==> src/rtl/water_pump_ctrl.sv <==
// water_pump_ctrl: turns the debounced 3-bit water-level code into fill pump,
// drain valve and alarm commands for one tank.
//
// Optional build macro ALARM_BLINK_EN: when defined, the alarm blinks while in
// FAULT with a half-period of BLINK_HALF cycles. When undefined the alarm is
// steady in FAULT, and no blink counter is built.
//
// state | meaning
// ------+-----------------------------------------------------------
// IDLE  | pump and drain off, waiting for a LOW or HIGH level
// FILL  | pump on, tank filling toward NORMAL
// HOLD  | level reached NORMAL after a full minimum run, actuators off
// DRAIN | drain valve on, tank draining toward NORMAL
// FAULT | alarm on, latched until clr_fault with a valid level
module water_pump_ctrl #(
    parameter int DEB_CYCLES   = 4,
    parameter int MIN_ON       = 8,
    parameter int FILL_TIMEOUT = 64,
    parameter int BLINK_HALF   = 16
) (
    input  logic       clk,
    input  logic       rst,
    input  logic [2:0] warn_led,
    input  logic       stop,
    input  logic       clr_fault,
    output logic       pump_on,
    output logic       drain_on,
    output logic       alarm,
    output logic [2:0] state
);

    localparam int RUN_MAX = (MIN_ON > FILL_TIMEOUT) ? MIN_ON : FILL_TIMEOUT;
    localparam int RUN_W   = $clog2(RUN_MAX) + 1;
    localparam int DEB_W   = $clog2(DEB_CYCLES) + 1;

    localparam logic [RUN_W-1:0] RUN_SAT     = RUN_W'(RUN_MAX);
    localparam logic [RUN_W-1:0] RUN_MIN_ON  = RUN_W'(MIN_ON);
    localparam logic [RUN_W-1:0] RUN_TIMEOUT = RUN_W'(FILL_TIMEOUT);
    localparam logic [DEB_W-1:0] DEB_LAST    = DEB_W'(DEB_CYCLES - 1);

    localparam logic [2:0] LVL_OFF    = 3'b000;
    localparam logic [2:0] LVL_LOW    = 3'b001;
    localparam logic [2:0] LVL_NORMAL = 3'b010;
    localparam logic [2:0] LVL_HIGH   = 3'b100;

    typedef enum logic [2:0] {
        ST_IDLE  = 3'd0,
        ST_FILL  = 3'd1,
        ST_HOLD  = 3'd2,
        ST_DRAIN = 3'd3,
        ST_FAULT = 3'd4
    } state_t;

    // Reject parameter values the debounce and blink counters cannot honour.
    if (DEB_CYCLES < 1) begin : g_deb_chk
        $error("water_pump_ctrl: DEB_CYCLES must be at least 1");
    end
    if (BLINK_HALF < 1) begin : g_blink_chk
        $error("water_pump_ctrl: BLINK_HALF must be at least 1");
    end

    logic [2:0]       samp_q, samp_d;
    logic [DEB_W-1:0] deb_cnt_q, deb_cnt_d;
    logic [2:0]       lvl_q, lvl_d;

    state_t           state_q, state_d;
    logic [RUN_W-1:0] run_cnt_q, run_cnt_d;
    logic             pump_on_q, pump_on_d;
    logic             drain_on_q, drain_on_d;
    logic             alarm_q, alarm_d;
    logic             lvl_valid;
    logic             run_next;

`ifdef ALARM_BLINK_EN
    localparam int BLINK_W = $clog2(BLINK_HALF) + 1;
    localparam logic [BLINK_W-1:0] BLINK_LAST = BLINK_W'(BLINK_HALF - 1);
    logic [BLINK_W-1:0] blink_cnt_q, blink_cnt_d;
`endif

    // Debounce: lvl only takes samp once samp has been identical DEB_CYCLES times.
    always_comb begin
        samp_d    = warn_led;
        deb_cnt_d = '0;
        if (warn_led == samp_q) begin
            deb_cnt_d = (deb_cnt_q == DEB_LAST) ? deb_cnt_q : deb_cnt_q + 1'b1;
        end
        lvl_d = (deb_cnt_q == DEB_LAST) ? samp_q : lvl_q;
    end

    // Input sample, debounce counter and debounced level registers.
    always_ff @(posedge clk or posedge rst) begin
        if (rst) begin
            samp_q    <= LVL_OFF;
            deb_cnt_q <= '0;
            lvl_q     <= LVL_OFF;
        end else begin
            samp_q    <= samp_d;
            deb_cnt_q <= deb_cnt_d;
            lvl_q     <= lvl_d;
        end
    end

    // Next state with fault > stop > OFF priority, run timer and output decode.
    always_comb begin
        lvl_valid = (lvl_q == LVL_OFF) || (lvl_q == LVL_LOW) ||
                    (lvl_q == LVL_NORMAL) || (lvl_q == LVL_HIGH);
        state_d = state_q;

        if (state_q == ST_FAULT) begin
            if (clr_fault && lvl_valid) state_d = ST_IDLE;
        end else if (!lvl_valid) begin
            state_d = ST_FAULT;
        end else if (stop || (lvl_q == LVL_OFF)) begin
            state_d = ST_IDLE;
        end else begin
            case (state_q)
                ST_IDLE, ST_HOLD: begin
                    if (lvl_q == LVL_LOW)       state_d = ST_FILL;
                    else if (lvl_q == LVL_HIGH) state_d = ST_DRAIN;
                end
                ST_FILL: begin
                    // Overflow always wins over the minimum run time.
                    if (lvl_q == LVL_HIGH)
                        state_d = ST_DRAIN;
                    else if ((lvl_q == LVL_NORMAL) && (run_cnt_q >= RUN_MIN_ON))
                        state_d = ST_HOLD;
                    else if ((lvl_q == LVL_LOW) && (run_cnt_q == RUN_TIMEOUT))
                        state_d = ST_FAULT;
                end
                ST_DRAIN: begin
                    if (lvl_q == LVL_LOW)
                        state_d = ST_FILL;
                    else if ((lvl_q == LVL_NORMAL) && (run_cnt_q >= RUN_MIN_ON))
                        state_d = ST_HOLD;
                end
                default: state_d = ST_IDLE;
            endcase
        end

        // The run timer restarts on every entry into FILL or DRAIN, including a direct swap.
        run_next  = (state_d == ST_FILL) || (state_d == ST_DRAIN);
        run_cnt_d = run_cnt_q;
        if (run_next && (state_d != state_q)) begin
            run_cnt_d = '0;
        end else if ((state_q == ST_FILL) || (state_q == ST_DRAIN)) begin
            run_cnt_d = (run_cnt_q == RUN_SAT) ? run_cnt_q : run_cnt_q + 1'b1;
        end

        pump_on_d  = (state_d == ST_FILL);
        drain_on_d = (state_d == ST_DRAIN);

`ifdef ALARM_BLINK_EN
        blink_cnt_d = blink_cnt_q;
        alarm_d     = 1'b0;
        if (state_d == ST_FAULT) begin
            if (state_q != ST_FAULT) begin
                blink_cnt_d = '0;
                alarm_d     = 1'b1;
            end else if (blink_cnt_q == BLINK_LAST) begin
                blink_cnt_d = '0;
                alarm_d     = ~alarm_q;
            end else begin
                blink_cnt_d = blink_cnt_q + 1'b1;
                alarm_d     = alarm_q;
            end
        end
`else
        alarm_d = (state_d == ST_FAULT);
`endif
    end

    // FSM state, run timer and registered actuator outputs.
    always_ff @(posedge clk or posedge rst) begin
        if (rst) begin
            state_q     <= ST_IDLE;
            run_cnt_q   <= '0;
            pump_on_q   <= 1'b0;
            drain_on_q  <= 1'b0;
            alarm_q     <= 1'b0;
`ifdef ALARM_BLINK_EN
            blink_cnt_q <= '0;
`endif
        end else begin
            state_q     <= state_d;
            run_cnt_q   <= run_cnt_d;
            pump_on_q   <= pump_on_d;
            drain_on_q  <= drain_on_d;
            alarm_q     <= alarm_d;
`ifdef ALARM_BLINK_EN
            blink_cnt_q <= blink_cnt_d;
`endif
        end
    end

    assign pump_on  = pump_on_q;
    assign drain_on = drain_on_q;
    assign alarm    = alarm_q;
    assign state    = state_q;

endmodule

==> config.mk <==
export PLATFORM = sky130hd
export DESIGN_NAME = water_pump_ctrl
export DESIGN_NICKNAME = d
export VERILOG_FILES = /design/src/rtl/water_pump_ctrl.sv
export SDC_FILE = /design/constraint.sdc
export NUM_CORES = 1
export LEC_CHECK = 0
export CAP_MARGIN = 20
export CORE_AREA = 2 2 55 57
export DETAILED_ROUTE_END_ITERATION = 7
export DIE_AREA = 0 0 57 59
export GPL_TIMING_DRIVEN = 0
export PLACE_DENSITY_LB_ADDON = 0.15
export SLEW_MARGIN = 20
export SYNTH_ARGS = -nofsm -noshare
export SYNTH_HDL_FRONTEND = slang
export SYNTH_SLANG_ARGS = --single-unit
==> constraint.sdc <==
create_clock -name clk -period 4.3 [get_ports clk]
set_input_delay 0.86 -clock clk [delete_from_list [all_inputs] [get_ports clk]]
set_output_delay 0.86 -clock clk [all_outputs]
set_load 0.02 [all_outputs]
==> flow_summary.ini <==
[die]
die_h_um = 59
initial_core_util_pct = 43.31
io_pins = 13
die_area_sq_um = 3363
rows = 19
core_area_sq_um = 2710
dieWidth_um = 57

[place]
portBuffers = 12
gp_congestion = 0.8321
numPlacedInstances = 160
place_ws_ps = 1941
dpl_cell_area_sq_um = 1333
dp_hpwl_mm = 1.535

[yosys]
syn_nets = 128
synth_edf_count = 0
synthXorXnorAreaFrac_pct = 5.970
syn_area_per_cell_sq_um = 10.03
synth_seq_area_share_pct = 46.91
synth_cells = 117
synth_warnings = 0
synth_fa_ha_area_share_pct = 5.117
synth_top_family_by_area = simple AND/OR/NAND/NOR gates
synth_compound_area_share_pct = 15.67
ys_ff_latch = 22
synth_flop_cell = dfrtp_1
synth_area_sq_um = 1174
synthMuxAreaShare_pct = 3.731
ys_types = 40
yosys.area_share.simple_pct = 18.98
async_flop_share_pct = 100.0

[detailed_routing]
wl_per_cell_um = 12.73
routed_wl_mm = 2.088
ant_nets = 0
vias = 869
drtIter0Drc = 22
dr.pass1.iters = 4
drc = 0
viasPerCell = 5.299

[clock_network]
post-cts-setup-buffers = 0
clockBufferDepth = 2
cts-hold-fix-buffers = 0
htreeDepth = 1
cts_buffers = 3
numClockSinks = 22
post_cts_resized = 0
clkLatencyLatePin_ps = 310
clk_pin_slew_ps = 120
cts_root_buf = clkbuf_4
cts_tree = done

[flow_run]
cap_violations = 0

[critical_path]
path_cells = clkdlybuf4s50_1
cp-start-kind = register
crit_arrival_ps = 1440
end_kind = output port
worstSetupPathType = reg -> out
critPathSlowestCell = clkdlybuf4s50_1
crit_required_ps = 3440
cp_top_family = buffers and inverters
critPathMaxStageDelay_ps = 650
path_max_fanout = 8
crit_buf_inv = 1

[finish]
finalNonFillerCells = 164
area_growth_pct = 18.02
fin_nets = 145
fillers = 260
fin_area_sq_um = 1385
diodes = 0
drive_above_1_share_pct = 9.774

[sta]
worstMarginPinSlew_ps = 844.5
final.setup.tns_ps = 0
fin_crit_ps = 2301
timing.final.max_slew_violations = 0
rsz0062_at_grt = false
hold-worst-slack_ps = 532.6
relSlewSlack_pct = 43.64
setup_ws_ps = 1999
finalHoldViolCount = 0
fmax_ghz = 0.4346
fin_crit_sh_pct = 53.51
finalSetupViolCount = 0
fin_skew_ps = 6.671

[grt]
antenna_found_initial = 0
grt_overflow = 0
grtUsageTotal_pct = 14.25
grt_max_degree = 23
grt_pass1_vias = 815
grt_pass1_wl_mm = 3.719

[power_and_ir_drop]
ir_worst_vdd_mv = 0.2681
power.density_nw_per_um2 = 415.2
leakage_nw = 0.5854

[outcome]
status = complete, no violations

[hold_path]
hp-class = reg -> reg
==> logic make-up (layout without fill, tap and decap cells) <==
| family | Yosys count | in the layout |
|---|---|---|
| and+or+nand+nor | 44 | 44 |
| xor gates and xnor gates | 8 | 8 |
| AOI/OAI and AO/OA | 23 | 23 |
| muxes | 4 | 4 |
| adders and majority gates | 5 | 5 |
| buffers and inverters | 11 | 27 |
| DFF | 22 | 22 |
==> Yosys cell counts, drive strengths merged, types with 2 or more instances <==
cell type	n	area [sq um]
nor3	2	10.01
xor2	4	35.03
mux2	3	33.78
o21ai	5	25.02
o311ai	2	25.03
dfrtp	22	550.5
nor2	15	56.30
a31oi	2	12.51
clkbuf	4	16.26
or4	2	15.01
nand2b	2	15.02
xnor2	4	35.03
nand2	8	30.03
nor2b	3	18.77
a21oi	5	25.02
ha	4	50.05
inv	7	26.28
nand4	2	12.51
nand3	3	15.01
==> through the flow <==
step	util, %	power [mW]
5_1_grt	51.11	0.6103
3_5_place_dp	49.17	0.4209
3_3_place_gp	49.17	0.4158
6_report	51.11	0.5751
4_1_cts	51.11	0.5819
2_1_floorplan	-	0.3834
==> power by group <==
part | leakage, nW | total [mW] | switching (mW) | internal (mW)
sequential | 0.267 | 0.300 | 0.0557 | 0.244
clock | 0.0279 | 0.158 | 0.0642 | 0.0942
combinational | 0.291 | 0.117 | 0.0603 | 0.0567
==> registers in the layout (all words and copies together) (netlist names) <==
signal / count
alarm: 1
pump_on: 1
drain_on: 1
run_cnt_q: 7
samp_q: 3
lvl_q: 3
deb_cnt_q: 3
state: 3
==> cell usage in the layout, fill, tap and decap left out, types with 2 or more instances in the layout <==
cell,n
a21oi_1,5
clkbuf_1,3
o21ai_0,5
clkbuf_4,3
or4_1,2
a31oi_1,2
ha_1,4
mux2_2,3
inv_1,7
clkdlybuf4s50_1,12
nand3_1,3
nor3_1,2
xor2_1,4
nor2_1,15
dfrtp_1,22
nand4_1,2
nand2_1,8
xnor2_1,4
nor2b_1,3
==> tightest hold or removal path: cells and delay by family (launching register included) <==
family | cells | cell delay (ps)
AOI/OAI and AO/OA | 1 | 60
and+or+nand+nor | 1 | 70
DFF | 1 | 360
==> worst paths after layout <==
path                                               start                        to  slack (ps)  depth (start not counted)
worst min register to register  deb_cnt_q[2]$_DFFE_PP0P_  deb_cnt_q[2]$_DFFE_PP0P_         530                          2
worst max register to register        state[2]$_DFF_PP0_  run_cnt_q[4]$_DFFE_PP0P_        2400                          5
worst max-delay path                  state[0]$_DFF_PP0_                  state[0]        2000                          1
min in group asynchronous                            rst  run_cnt_q[4]$_DFFE_PP0P_        1000                          2
max in group asynchronous                            rst      lvl_q[0]$_DFFE_PP0N_        2770                          2
worst min-delay path            deb_cnt_q[2]$_DFFE_PP0P_  deb_cnt_q[2]$_DFFE_PP0P_         530                          2
==> area by class of cell <==
type | instances | area, sq um | share of cell area (%)
Buffer | 4 | 16.27 | 1.174
Clock buffer | 3 | 22.52 | 1.626
Clock inverter | 1 | 30.03 | 2.168
Inverter | 7 | 26.28 | 1.897
Multi-Input combinational cell | 84 | 580.6 | 41.92
Sequential cell | 22 | 550.5 | 39.75
Tap cell | 31 | 38.79 | 2.800
Timing Repair Buffer | 12 | 120.1 | 8.672
==> routing by layer <==
layer	share of wire [%]	vias up	GRT usage [%]	wire, um
met5	0	-	0	0
met4	0.81	0	2.990	17
met3	3.7	2	3.930	77
met2	46	13	23.81	953
met1	50	408	18.72	1041
li1	-	446	-	-
Note: power is estimated with default switching activity, not from simulation.
